### src/rtl/pc_target_table.sv
// pc_target_table: programmable branch-target table.
// Holds DEPTH entries of {valid, target}. A write port loads or invalidates
// entries, a registered lookup port answers every request one cycle later
// with hit/target. The storage array has no reset, so a clear sequencer
// walks it after every reset before writes are accepted.
module pc_target_table #(
    parameter int unsigned    D           = 12,
    parameter int unsigned    AW          = 8,
    parameter int unsigned    DEPTH       = 32,
    parameter logic [D-1:0]   MISS_TARGET = {D{1'b0}}
) (
    input  logic          clk,
    input  logic          reset_n,
    input  logic          wr_en,
    input  logic [AW-1:0] wr_addr,
    input  logic [D-1:0]  wr_data,
    input  logic          wr_inval,
    output logic          wr_ready,
    output logic          wr_err,
    input  logic          lk_req,
    input  logic [AW-1:0] lk_addr,
    output logic          lk_ack,
    output logic          lk_hit,
    output logic [D-1:0]  lk_target,
    output logic          busy
);

    localparam int unsigned   CW       = (DEPTH > 1) ? $clog2(DEPTH) : 1;
    localparam logic [CW-1:0] LAST_IDX = CW'(DEPTH - 1);
    // One extra bit so DEPTH == 2**AW is representable in the range check.
    localparam logic [AW:0]   DEPTH_W  = (AW + 1)'(DEPTH);

    typedef enum logic [0:0] {
        ST_CLEAR = 1'b0,
        ST_READY = 1'b1
    } state_t;

    state_t          state_q;
    logic [CW-1:0]   clr_idx_q;
    logic            wr_err_q;
    logic            lk_ack_q;
    logic            lk_hit_q;
    logic [D-1:0]    lk_target_q;

    // Storage word layout: bit D is the valid flag, bits D-1:0 the target.
    logic [D:0]      mem_q [DEPTH];

    logic            wr_in_range_s;
    logic            lk_in_range_s;
    logic            wr_accept_s;
    logic            wr_reject_s;
    logic [D:0]      wr_word_s;
    logic            mem_we_s;
    logic [CW-1:0]   mem_waddr_s;
    logic [D:0]      mem_wdata_s;
    logic [D:0]      rd_word_s;
    logic            lk_hit_s;
    logic [D-1:0]    lk_target_s;
    logic [CW-1:0]   clr_idx_d;

    // Decode write acceptance, memory write port mux and the lookup result.
    always_comb begin
        wr_in_range_s = ({1'b0, wr_addr} < DEPTH_W);
        lk_in_range_s = ({1'b0, lk_addr} < DEPTH_W);
        wr_accept_s   = wr_en && (state_q == ST_READY) && wr_in_range_s;
        wr_reject_s   = wr_en && !wr_accept_s;

        if (wr_inval) begin
            wr_word_s = {1'b0, MISS_TARGET};
        end else begin
            wr_word_s = {1'b1, wr_data};
        end

        // The clear sequencer owns the write port while in CLEAR.
        if (state_q == ST_CLEAR) begin
            mem_we_s    = 1'b1;
            mem_waddr_s = clr_idx_q;
            mem_wdata_s = {1'b0, MISS_TARGET};
        end else begin
            mem_we_s    = wr_accept_s;
            mem_waddr_s = wr_addr[CW-1:0];
            mem_wdata_s = wr_word_s;
        end

        // Write-first bypass when an accepted write hits the looked-up entry.
        if (wr_accept_s && (wr_addr == lk_addr)) begin
            rd_word_s = wr_word_s;
        end else begin
            rd_word_s = mem_q[lk_addr[CW-1:0]];
        end

        lk_hit_s = (state_q == ST_READY) && lk_in_range_s && rd_word_s[D];
        if (lk_hit_s) begin
            lk_target_s = rd_word_s[D-1:0];
        end else begin
            lk_target_s = MISS_TARGET;
        end

        // Clear index saturates at the last entry instead of wrapping.
        if (clr_idx_q == LAST_IDX) begin
            clr_idx_d = clr_idx_q;
        end else begin
            clr_idx_d = clr_idx_q + CW'(1);
        end
    end

    // Storage array write port; intentionally without reset.
    always_ff @(posedge clk) begin
        if (mem_we_s) begin
            mem_q[mem_waddr_s] <= mem_wdata_s;
        end
    end

    // Clear/ready sequencer and registered write-error and lookup outputs.
    always_ff @(posedge clk or negedge reset_n) begin
        if (!reset_n) begin
            state_q     <= ST_CLEAR;
            clr_idx_q   <= {CW{1'b0}};
            wr_err_q    <= 1'b0;
            lk_ack_q    <= 1'b0;
            lk_hit_q    <= 1'b0;
            lk_target_q <= {D{1'b0}};
        end else begin
            case (state_q)
                ST_CLEAR: begin
                    clr_idx_q <= clr_idx_d;
                    if (clr_idx_q == LAST_IDX) begin
                        state_q <= ST_READY;
                    end else begin
                        state_q <= ST_CLEAR;
                    end
                end
                ST_READY: begin
                    state_q <= ST_READY;
                end
                default: begin
                    state_q   <= ST_CLEAR;
                    clr_idx_q <= {CW{1'b0}};
                end
            endcase

            wr_err_q <= wr_reject_s;
            lk_ack_q <= lk_req;
            // Hit/target hold their value between acks.
            if (lk_req) begin
                lk_hit_q    <= lk_hit_s;
                lk_target_q <= lk_target_s;
            end else begin
                lk_hit_q    <= lk_hit_q;
                lk_target_q <= lk_target_q;
            end
        end
    end

    assign busy      = (state_q == ST_CLEAR);
    assign wr_ready  = (state_q == ST_READY);
    assign wr_err    = wr_err_q;
    assign lk_ack    = lk_ack_q;
    assign lk_hit    = lk_hit_q;
    assign lk_target = lk_target_q;

endmodule

### config.mk
export PLATFORM = sky130hd
export DESIGN_NAME = pc_target_table
export DESIGN_NICKNAME = d
export VERILOG_FILES = /design/src/rtl/pc_target_table.sv
export SDC_FILE = /design/constraint.sdc
export NUM_CORES = 1
export LEC_CHECK = 0
export CORE_MARGIN = 5
export CORE_UTILIZATION = 45
export DETAILED_ROUTE_END_ITERATION = 10
export SETUP_SLACK_MARGIN = 0.4
export SYNTH_ARGS = -nofsm -noshare
export SYNTH_HDL_FRONTEND = slang
export SYNTH_SLANG_ARGS = --single-unit
### constraint.sdc
create_clock -name clk -period 6.1 [get_ports clk]
set_input_delay 1.22 -clock clk [delete_from_list [all_inputs] [get_ports clk]]
set_output_delay 1.22 -clock clk [all_outputs]
set_load 0.01 [all_outputs]
==> metrics.yaml <==
synth:
  synth-xor-area-share_pct: 0.5140
  synthMuxAreaShare_pct: 14.00
  yosysMostFrequentCell: "edfxtp_1"
  synth_top_area_share_pct: 73.30
  netlist_area_um2: 17040
  syn_nets: 875
  yosys.area_share.simple_pct: 3.106
  seq_area_frac_synth_pct: 76.39
  synth_compound_area_share_pct: 4.141
  yosys.area.top_type: "edfxtp_1"
  ys_types: 38
  ys_seq_elements: 437
  synth_edf_count: 416
  yosys.area_share.adder_pct: 0.1468
  syn_inst: 840
  syn_avg_cell_area_um2: 20.29
  synth_top_family_by_area: "multiplexers"
  synth.area.top_cells: "edfxtp_1 73%, mux4_2 13%, dfrtp_1 3.1%, a22oi_1 2.3%, mux2i_1 1.1%"
  async_flop_share_pct: 4.805
  netlist_top_cells_count: "416 x edfxtp_1, 96 x mux4_2, 52 x a22oi_1"
  ys.flop_type: "edfxtp_1"
  ys_warn_count: 0
finish:
  diodes: 0
  finish.instance_area_um2: 19690
  drive_gt1_share_pct: 21.40
  nFillCells: 2991
  final_cells: 1469
  fin_nets: 965
  area_delta_synth_final_pct: 15.51
global_routing:
  grt_pass1_vias: 8720
  grt_max_degree: 62
  track_usage_pct: 19.11
  grt_pass1_wl_mm: 58.47
  antenna_found_initial: 0
  overflow: 0
flow_run:
  max-cap-violations: 0
routing:
  dr.pass1.iters: 5
  viasPerCell: 5.798
  drtIter0Drc: 779
  drc: 0
  vias: 8517
  routed_wl_mm: 39.83
  wire_per_inst_um: 27.11
  drtAntennaViolNets: 0
sta:
  finalHoldViolations: 0
  final-setup-viol-count: 0
  report.final.slew_viol_count: 0
  clock.fmax_ghz: 0.2767
  setup_slack_ns: 2.486
  relSlewSlack_pct: 12.64
  setup_tns_ns: 0
  period_minus_slack_ns: 3.614
  rsz0062_at_grt: "false"
  worst_slew_pin_slew_ns: 1.306
  fin_crit_sh_pct: 59.25
  clock_skew_ns: 0.01534
clock_tree:
  cts_tree: "yes"
  cts_root_buffer: "clkbuf_16"
  cts_buffer_depth: 3
  numCtsBuffers: 44
  cts_resized: 0
  clk_pin_slew_ns: 0.06
  clock-sinks: 437
  htree_levels: 2
  clk_latency_ns: 0.54
  postCtsSetupRepairBufs: 0
  ctsHoldBuffers: 0
power:
  ir_drop_mv: 0.1625
  p_leak_uw: 0.006797
  p_per_area_nw_per_um2: 317.4
  switching_power_uw: 1250
  p_int_uw: 4999
  swShare_pct: 20.00
  p_seq_share_pct: 52.6
  p_clk_share_pct: 42.7
  pwr-share-comb_pct: 4.6
outcome:
  outcome: "finished, final reports clean"
worst_setup_path:
  endpoint_kind: "flop"
  cp_max_fo: 13
  criticalPathCategory: "in2reg"
  cp.required_ns: 6.25
  critPathArrivalTime_ns: 3.76
  startpoint_type: "input port"
die:
  fp.dieH_um: 204.6
  rows: 71
  die_w_um: 204.6
  core-area_um2: 37490
  initial_utilization_pct: 45.46
  ioPinCount: 50
  dieArea_um2: 41860
placement:
  portBuffers: 49
  hpwlAfterDp_mm: 25.21
  dp_cells: 1395
  dp_slack_ns: 1.940
  place_area_um2: 18270
  place.gp.congestion: 0.8458
worst_hold_path:
  hp-class: "reg2reg"
## sequential cells by signal (all words and copies together), names as in the netlist
signal / cells
mem_q: 416
wr_ready: 1
clr_idx_q: 5
lk_target: 12
wr_err: 1
lk_ack: 1
lk_hit: 1
## placed cells by master (no fill, tap or decap), types with 12 or more instances in the layout
| cell type | n |
|---|---|
| buf_4 | 38 |
| edfxtp_1 | 416 |
| and2_1 | 14 |
| a221oi_1 | 12 |
| mux4_2 | 96 |
| mux2i_1 | 19 |
| inv_1 | 17 |
| clkbuf_16 | 45 |
| nor2_1 | 46 |
| o22ai_1 | 12 |
| nand2_1 | 25 |
| a21oi_1 | 15 |
| clkdlybuf4s50_1 | 47 |
| dfrtp_1 | 21 |
| a22oi_1 | 52 |
## logic make-up (layout without fill, tap and decap cells)
kind of cell    after synthesis  in the layout
xor+xnor                     10             10
buf+inv                      61            179
flops                       437            437
mux                         118            118
simple gates                113            113
compound gates               99             99
fa+ha+maj                     2              2
## cell type report
class                   instances  area [µm²]  area share (%)
well taps                     511       639.4           3.248
clock buffers                  54        1170           5.943
flip-flops and latches        437       13020           66.13
repair buffers                 88       807.0           4.100
inverters                      17       63.81          0.3242
clock inverters                20       242.7           1.233
multi-input cells             342        3745           19.02
## per-layer routing
metal | up-vias | global-route usage, % | part of all wire (%)
met5 | - | 0 | 0
met4 | 0 | 4.810 | 2.3
met3 | 55 | 3.404 | 7.0
met2 | 305 | 28.68 | 45
met1 | 4516 | 29.44 | 45
li1 | 3641 | - | -
## path summary, 6_finish.rpt
kind                                            endpoint  slack (ns)  cells after the start                startpoint
worst max-delay path              mem_q[22][4]$_DFFE_PP_        2.49                      6                wr_addr[6]
worst min-delay path            clr_idx_q[3]$_DFFE_PN0P_        0.51                      1  clr_idx_q[3]$_DFFE_PN0P_
worst max register to register    mem_q[4][11]$_DFFE_PP_        3.03                      3        wr_ready$_DFF_PN0_
worst min register to register  clr_idx_q[3]$_DFFE_PN0P_        0.51                      1  clr_idx_q[3]$_DFFE_PN0P_
max in group asynchronous       lk_target[5]$_DFFE_PN0P_        4.19                      1                   reset_n
min in group asynchronous       clr_idx_q[2]$_DFFE_PN0P_        1.26                      1                   reset_n
## stage by stage
stage | util (%) | power [µW] | hold WS, ns
finish | 52.51 | 6248 | 0.5109
global route | 52.51 | 6445 | 0.5322
CTS | 52.51 | 6302 | 0.5054
detailed placement | 48.74 | 3644 | 0.4925
global placement | 48.74 | 3640 | 0.4850
floorplan | - | 3517 | 0.4586
## critical path, cell delays in order
cell	delay, ns
clkdlybuf4s50_1	0.43
nand4bb_1	0.26
or2_2	0.36
nor2_1	0.10
a32oi_1	0.28
nor2_1	1.11
## power by group through the flow
stage	sequential, µW	combinational, µW	clock (µW)
2_1_floorplan	3350	165	0
3_3_place_gp	3350	288	0
3_5_place_dp	3350	292	0
4_1_cts	3290	293	2720
5_1_grt	3290	309	2850
6_report	3290	290	2670
Power figures use the tool's default switching activity.
